## config.mk

```make
export PLATFORM = sky130hd
export DESIGN_NAME = mpu_load_stream
export DESIGN_NICKNAME = d
export VERILOG_FILES = /design/src/rtl/mpu_load_stream.sv
export SDC_FILE = /design/constraint.sdc
export NUM_CORES = 1
export LEC_CHECK = 0
export CORE_UTILIZATION = 39
export CTS_BUF_LIST = sky130_fd_sc_hd__clkbuf_4 sky130_fd_sc_hd__clkbuf_8
export DETAILED_ROUTE_END_ITERATION = 6
export PLACE_DENSITY = 0.89
export REMOVE_ABC_BUFFERS = 1
export SYNTH_ARGS = -nofsm -noshare
export SYNTH_HDL_FRONTEND = slang
export SYNTH_SLANG_ARGS = --single-unit
```

## constraint.sdc

```tcl
create_clock -name clk -period 1.66 [get_ports clk]
set_input_delay 0.498 -clock clk [delete_from_list [all_inputs] [get_ports clk]]
set_output_delay 0.498 -clock clk [all_outputs]
set_load 0.02 [all_outputs]
```

## src/rtl/mpu_load_stream.sv

```systemverilog
// Multi-lane matrix loader: accepts LANES elements per beat from a memory
// stream and turns each beat into a registered register-file write. It can
// optionally store the matrix transposed.
module mpu_load_stream #(
  parameter int FP              = 32,
  parameter int M               = 4,
  parameter int N               = 4,
  parameter int MBITS           = $clog2(M),
  parameter int NBITS           = $clog2(N),
  parameter int MATRIX_REG_SIZE = 4,
  parameter int LANES           = 2
) (
  input  logic                       clk,
  input  logic                       rst,
  input  logic                       load_req_in,
  input  logic                       load_transpose_in,
  input  logic [MBITS:0]             mem_m_size_in,
  input  logic [NBITS:0]             mem_n_size_in,
  input  logic [MATRIX_REG_SIZE-1:0] mem_load_addr_in,
  input  logic                       load_abort_in,
  output logic                       load_gnt_out,
  output logic                       load_error_out,
  output logic                       load_done_out,
  input  logic                       mem_valid_in,
  input  logic [LANES*FP-1:0]        mem_data_in,
  output logic                       mem_ready_out,
  output logic                       reg_load_en_out,
  output logic [LANES-1:0]           reg_lane_en_out,
  output logic [MATRIX_REG_SIZE-1:0] reg_load_addr_out,
  output logic [LANES*FP-1:0]        reg_load_element_out,
  output logic [MBITS:0]             reg_i_load_loc_out,
  output logic [NBITS:0]             reg_j_load_loc_out,
  output logic                       reg_transpose_out,
  output logic [MBITS:0]             reg_m_size_out,
  output logic [NBITS:0]             reg_n_size_out
);

  localparam int MW = MBITS + 1;
  localparam int NW = NBITS + 1;
  // One extra bit so that column + LANES cannot wrap around.
  localparam int CW = NBITS + 2;

  typedef enum logic [1:0] {
    IDLE,
    STREAM,
    DONE
  } state_t;

  state_t          state;
  state_t          next_state;

  logic [MW-1:0]   m_size;
  logic [NW-1:0]   n_size;
  logic            transpose;
  logic [MW-1:0]   row_ptr;
  logic [NW-1:0]   col_ptr;

  logic            size_err;
  logic            xfer;
  logic [CW-1:0]   col_next;
  logic            row_last_beat;
  logic            final_beat;
  logic [LANES-1:0] lane_mask;

  // Request legality, beat-position decode and per-lane masking.
  always_comb begin
    size_err      = 1'b0;
    xfer          = 1'b0;
    col_next      = CW'(col_ptr) + CW'(LANES);
    row_last_beat = 1'b0;
    final_beat    = 1'b0;
    lane_mask     = '0;
    if (load_transpose_in) begin
      size_err = (mem_m_size_in == '0) || (mem_n_size_in == '0) ||
                 (int'(mem_n_size_in) > M) || (int'(mem_m_size_in) > N);
    end else begin
      size_err = (mem_m_size_in == '0) || (mem_n_size_in == '0) ||
                 (int'(mem_m_size_in) > M) || (int'(mem_n_size_in) > N);
    end
    // A beat arriving together with an abort is dropped.
    xfer          = (state == STREAM) && mem_valid_in && !load_abort_in;
    row_last_beat = (col_next >= CW'(n_size));
    final_beat    = row_last_beat && (row_ptr == (m_size - MW'(1)));
    for (int k = 0; k < LANES; k++) begin
      lane_mask[k] = ((int'(col_ptr) + k) < int'(n_size));
    end
  end

  // State register.
  always_ff @(posedge clk) begin
    if (rst) begin
      state <= IDLE;
    end else begin
      state <= next_state;
    end
  end

  // Next-state logic plus the state-decoded handshake outputs.
  always_comb begin
    next_state    = state;
    mem_ready_out = 1'b0;
    load_done_out = 1'b0;
    case (state)
      IDLE: begin
        if (load_req_in && !size_err) begin
          next_state = STREAM;
        end
      end
      STREAM: begin
        mem_ready_out = 1'b1;
        if (load_abort_in) begin
          next_state = IDLE;
        end else if (xfer && final_beat) begin
          next_state = DONE;
        end
      end
      DONE: begin
        load_done_out = 1'b1;
        next_state    = IDLE;
      end
      default: next_state = IDLE;
    endcase
  end

  // Request latching, beat counters and the registered write port.
  always_ff @(posedge clk) begin
    if (rst) begin
      load_gnt_out         <= 1'b0;
      load_error_out       <= 1'b0;
      m_size               <= '0;
      n_size               <= '0;
      transpose            <= 1'b0;
      row_ptr              <= '0;
      col_ptr              <= '0;
      reg_load_en_out      <= 1'b0;
      reg_lane_en_out      <= '0;
      reg_load_addr_out    <= '0;
      reg_load_element_out <= '0;
      reg_i_load_loc_out   <= '0;
      reg_j_load_loc_out   <= '0;
      reg_m_size_out       <= '0;
      reg_n_size_out       <= '0;
    end else begin
      load_gnt_out <= 1'b0;
      if ((state == IDLE) && load_req_in) begin
        if (size_err) begin
          load_error_out <= 1'b1;
        end else begin
          load_gnt_out      <= 1'b1;
          load_error_out    <= 1'b0;
          m_size            <= mem_m_size_in;
          n_size            <= mem_n_size_in;
          transpose         <= load_transpose_in;
          reg_load_addr_out <= mem_load_addr_in;
          row_ptr           <= '0;
          col_ptr           <= '0;
          if (load_transpose_in) begin
            reg_m_size_out <= MW'(mem_n_size_in);
            reg_n_size_out <= NW'(mem_m_size_in);
          end else begin
            reg_m_size_out <= mem_m_size_in;
            reg_n_size_out <= mem_n_size_in;
          end
        end
      end

      reg_load_en_out <= xfer;
      reg_lane_en_out <= xfer ? lane_mask : '0;
      if (xfer) begin
        reg_load_element_out <= mem_data_in;
        if (transpose) begin
          reg_i_load_loc_out <= MW'(col_ptr);
          reg_j_load_loc_out <= NW'(row_ptr);
        end else begin
          reg_i_load_loc_out <= row_ptr;
          reg_j_load_loc_out <= col_ptr;
        end
        if (row_last_beat) begin
          col_ptr <= '0;
          if (!final_beat) begin
            row_ptr <= row_ptr + MW'(1);
          end
        end else begin
          col_ptr <= NW'(col_next);
        end
      end
    end
  end

  assign reg_transpose_out = transpose;

endmodule

```

Word-level counts from Yosys, hierarchy flattened. Cells that the tools add are included.

Flip-flop bits (word level): 100. Bits in latches: 0. Memory bits (writable): 0. Memory bits (read-only): 0. Input port bits: 80. Output and inout bits: 88. Word-level logic and storage cells: 78. Memories: 0.

Add/subtract/negate cells: 4. $mul: 0. Divide/modulo/power cells: 0. Magnitude comparators: 5. Equal/unequal tests: 6. Shift operators: 0. Mux-type cells: 22. Bitwise operators: 3. Reductions and logical operators: 22.

Operator list (number): $mux 3 (13); $gt 3x3->1 const B (2); $logic_and 1x1->1 (6); $logic_not 3->1 (2); $mux 2 (3); $reduce_and 2->1 (3); $logic_or 1x1->1 (5); $mux 1 (5); $add 3x1->4 const B (1); $add 3x2->4 const B (1); $ge 4x3->1 (1); $lt 4x3->1 (1); $pmux 2 s2 (1); $reduce_or 2->1 (2); $add 3x1->3 const B (1); $eq 3x3->1 (1); $lt 3x3->1 (1); $ne 3x2->1 const B (1); $not 1->1 (3); $sub 3x1->3 const B (1); $eq 2x1->1 const B (1); $eq 2x2->1 const B (1); $logic_not 1->1 (2); $logic_not 2->1 (1); other kinds (3) (3).

Logic depth before layout (Yosys ltp).
Depth after elaboration: 10. Gate-level depth with buffers: 7. Gate-level depth less buffers: 7.

Worst setup path after synthesis. OpenSTA, ideal clock, no wires.

Path kind: reg2reg. Start: reg col_ptr[1]. End: reg row_ptr[2]. Library setup time: 74 ps. Arrival time: 1696 ps. Data required time: 1586 ps. Setup slack: -111 ps. Stages on the path, launching flop included: 8. Buffers on the path: 0. Cells stage by stage: dfxtp_1 > inv_1 > ha_1 > nor2b_1 > o211a_1 > o211ai_4 > or3b_1 > a31oi_1.

Cells in the longest elaborated chain, start to end: 6.

Ends and longest elaborated chain: start, declared (RTL line 56) `logic [NW-1:0] col_ptr;`; start signal, assigned (RTL line 184) `col_ptr <= NW'(col_next);`; $add 3x2->4 * (RTL line 69) `col_next = CW'(col_ptr) + CW'(LANES);`; $ge 4x3->1 * (RTL line 82) `row_last_beat = (col_next >= CW'(n_size));`; $logic_and 1x1->1 (RTL line 83) `final_beat = row_last_beat && (row_ptr == (m_size - MW'(1)));`; $mux 3 (RTL line 180) `if (!final_beat) begin`; $mux 3 * (RTL line 178) `if (row_last_beat) begin`; $mux 3 * (RTL line 169) `if (xfer) begin`; end signal, assigned (RTL line 181) `row_ptr <= row_ptr + MW'(1);`; end, declared (RTL line 55) `logic [MW-1:0] row_ptr;`.

Mark *: on every way between the ends. The rest lies on a longest branch, timed or not. A chain may end at the register's enable or synchronous reset.

Worst setup path in the final report. Same ends and word-level chain as after synthesis.

==> reports/metrics.csv <==
stage,metric,value,unit
layout,nets,737,
routing,dr.pass1.iters,4,
sta,min_period,1864,ps
sta,period_share,112.3,%
sta,setup_slack,-204.5,ps
place,dp_slack,-509.9,ps
sta,report.final.hold_viol_count,0,
grt,antenna_found_initial,0,
routing,drt_wl_total,11.25,mm
logic_synthesis,avgSynthCellArea,8.264,sq um
cts,cts_tree,built,
place,port_buffers,167,
logic_synthesis,synth_top_area_share,52.36,%
logic_synthesis,netlist_area,0.003785,sq mm
cts,cts-htree-levels,3,
logic_synthesis,ys_seq_elements,99,
sta,maxSlewViolCount,0,
grt,grt_max_degree,68,
setup_path,end_kind,register,
outcome,status,"complete, but fails checks",
layout,final_layout_size_suffix_gt1_share,13.94,%
layout,design_area,0.006131,sq mm
setup_path,r2r_setup_slack,-200,ps
cts,insertion_delay,350,ps
layout,syn_to_final_growth,61.98,%
flow_run,cap_violations,0,
routing,drt_iter0_markers,148,
layout,final_cells,782,
power,leakage,2.620,nW
layout,final_cell_mix,"nand2_1 (153), dfxtp_1 (95), dlygate4sd2_1 (86), a21oi_1 (81), clkdlybuf4s50_1 (78)",
logic_synthesis,yosys-top-cells-area,"dfxtp_1 (52%), nand2_1 (15%), a21oi_1 (11%)",
setup_path,crit_type,reg -> reg,
sta,relSlewSlack,79.15,%
setup_path,worstPathMaxFanout,5,
sta,worst_pin_slew,312.2,ps
sta,fmax,0.5363,GHz
cts,clkTransAtPathRegs,90,ps
grt,grt_pass1_wl,16.57,mm
cts,cts_buffer_depth,2,
routing,routedWlPerCell,14.38,um
grt,grt_pass1_vias,3581,
sta,setup_viol,7,
cts,hold_buffers,0,
floorplanning,dieHeight,100.5,um
grt,grt-ovfl-total,0,
floorplanning,core_area,0.009328,sq mm
cts,cts_sinks,99,
sta,tns,-856.3,ps
setup_path,required,1940,ps
routing,antenna_left,0,
floorplanning,start_util,40.58,%
setup_path,critPathLaunchType,register,
routing,vias,3792,
place,place_inst,760,
cts,cts_inserted_buffers,9,
place,placed_cell_area,0.005814,sq mm
power,p_per_area,776.6,mW/mm^2
routing,drcViolationCount,0,
layout,final_common_cell,nand2_1,
logic_synthesis,yosysUniqueCellTypes,36,
cts,clock-root-buffer,clkbuf_8,
logic_synthesis,ys_seq_area_share,52.36,%
floorplanning,die_x,100.5,um
outcome,violations,setup timing,
place,gp_congestion,0.7784,
sta,skew,11.34,ps
floorplanning,num_io_pins,168,
setup_path,cp.arrival,2140,ps
grt,grt_util_all_layers,20.78,%
routing,route.detailed.vias_per_inst,4.849,
power,power.total,4.761,mW
sta,rsz0062_at_grt,yes,
logic_synthesis,yosys.area.top_type,dfxtp_1,
layout,num_antenna_cells,0,
min_path,holdCritPathClass,in -> reg,
power,vdd_drop_max,0.0005634,V
logic_synthesis,yosysWarnings,0,
floorplanning,dieArea,0.01010,sq mm
floorplanning,std_cell_rows,35,
logic_synthesis,syn_inst,458,
place,hpwl,7.976,mm
-- stage by stage --
stage,hold WS (ps),utilization (%)
finish,452.5,65.73
CTS,430.5,64.00
detailed placement,445.3,62.33
floorplan,430.3,-
global route,456.2,65.73
global placement,440.6,62.33
-- what timing repair did --
item,CTS,global route
buffers inserted,1,3
cloned,0,2
pin swaps,10,5
resized for setup,104,28
endpoints found under the setup margin,99,88
-- sequential cells by signal, summed over array words and instances, names as in the netlist --
| register | flops |
|---|---|
| reg_load_addr_out | 4 |
| reg_lane_en_out | 2 |
| m_size | 3 |
| state | 2 |
| col_ptr | 2 |
| load_gnt_out | 1 |
| row_ptr | 3 |
| reg_transpose_out | 1 |
| n_size | 3 |
| reg_load_element_out | 64 |
| reg_m_size_out | 3 |
| reg_j_load_loc_out | 3 |
| load_error_out | 1 |
| reg_load_en_out | 1 |
| reg_n_size_out | 3 |
| reg_i_load_loc_out | 3 |
-- path summary, 6_finish.rpt --
kind,cells past startpoint,startpoint,end
setup / recovery,7,col_ptr[1]$_SDFFE_PP0P_,row_ptr[2]$_SDFF_PP0_
hold / removal,2,rst,col_ptr[1]$_SDFFE_PP0P_
setup reg to reg,7,col_ptr[1]$_SDFFE_PP0P_,row_ptr[2]$_SDFF_PP0_
hold reg to reg,2,reg_load_element_out[2]$_SDFFE_PP0P_,reg_load_element_out[2]$_SDFFE_PP0P_
-- worst max-delay path: stages, from the launching register on --
cell,delay (ps)
dfxtp_4,380
inv_1,70
ha_4,270
nor2b_2,160
o211a_1,260
o211ai_4,110
or3b_1,390
a31oi_1,160
-- power by group --
part	internal, mW	switching (mW)
Clock	0.892	0.817
Sequential	2.42	0.0261
Combinational	0.330	0.276
Total	3.64	1.12
-- final cells by class --
class	count	area (sq um)
Clock buffer	11	138.9
Clock inverter	5	85.08
Sequential cell	99	1989
Inverter	8	30.03
Tap cell	129	161.4
Timing Repair Buffer	213	1988
Fill cell	775	3197
Multi-Input combinational cell	317	1738
-- per-layer routing --
metal / GRT usage [%] / routed length (um) / up-vias
li1: - / - / 1884
met1: 23.75 / 4583 / 1730
met2: 37.09 / 5737 / 156
met3: 5.062 / 703 / 22
met4: 8.473 / 224 / 0
met5: 0 / 0 / -
-- logic make-up (layout without fill, tap and decap cells) --
kind of cell | count (synthesis) | after routing | share of synthesized area [%]
DFF | 99 | 99 | 52.36
AOI/OAI and AO/OA | 101 | 101 | 15.14
muxes | 10 | 10 | 2.645
buffers and inverters | 42 | 237 | 4.496
and+or+nand+nor | 192 | 192 | 20.66
xor gates and xnor gates | 5 | 5 | 1.521
adders and majority gates | 9 | 9 | 3.174
-- Yosys cell counts --
cell / count
xnor2_1: 2
clkbuf_1: 25
nand2_1: 154
buf_4: 1
buf_1: 1
or3b_1: 2
nand3b_1: 1
a211oi_1: 10
buf_2: 7
nor4_1: 1
a32oi_1: 1
o21bai_1: 1
a2111oi_0: 2
ha_1: 8
o2111ai_1: 1
and2_1: 2
mux2i_1: 10
dfxtp_1: 99
nor3b_1: 1
o21ai_0: 1
xor2_1: 2
o31ai_1: 1
fa_1: 1
inv_1: 8
and3_1: 1
nand3_2: 1
a21oi_1: 81
or2_2: 1
nand3_1: 7
o211a_1: 1
xnor3_1: 1
o211ai_4: 1
nor2b_1: 3
a31oi_1: 1
nor3b_2: 1
nor2_1: 17
(Power assumes the default switching activity.)
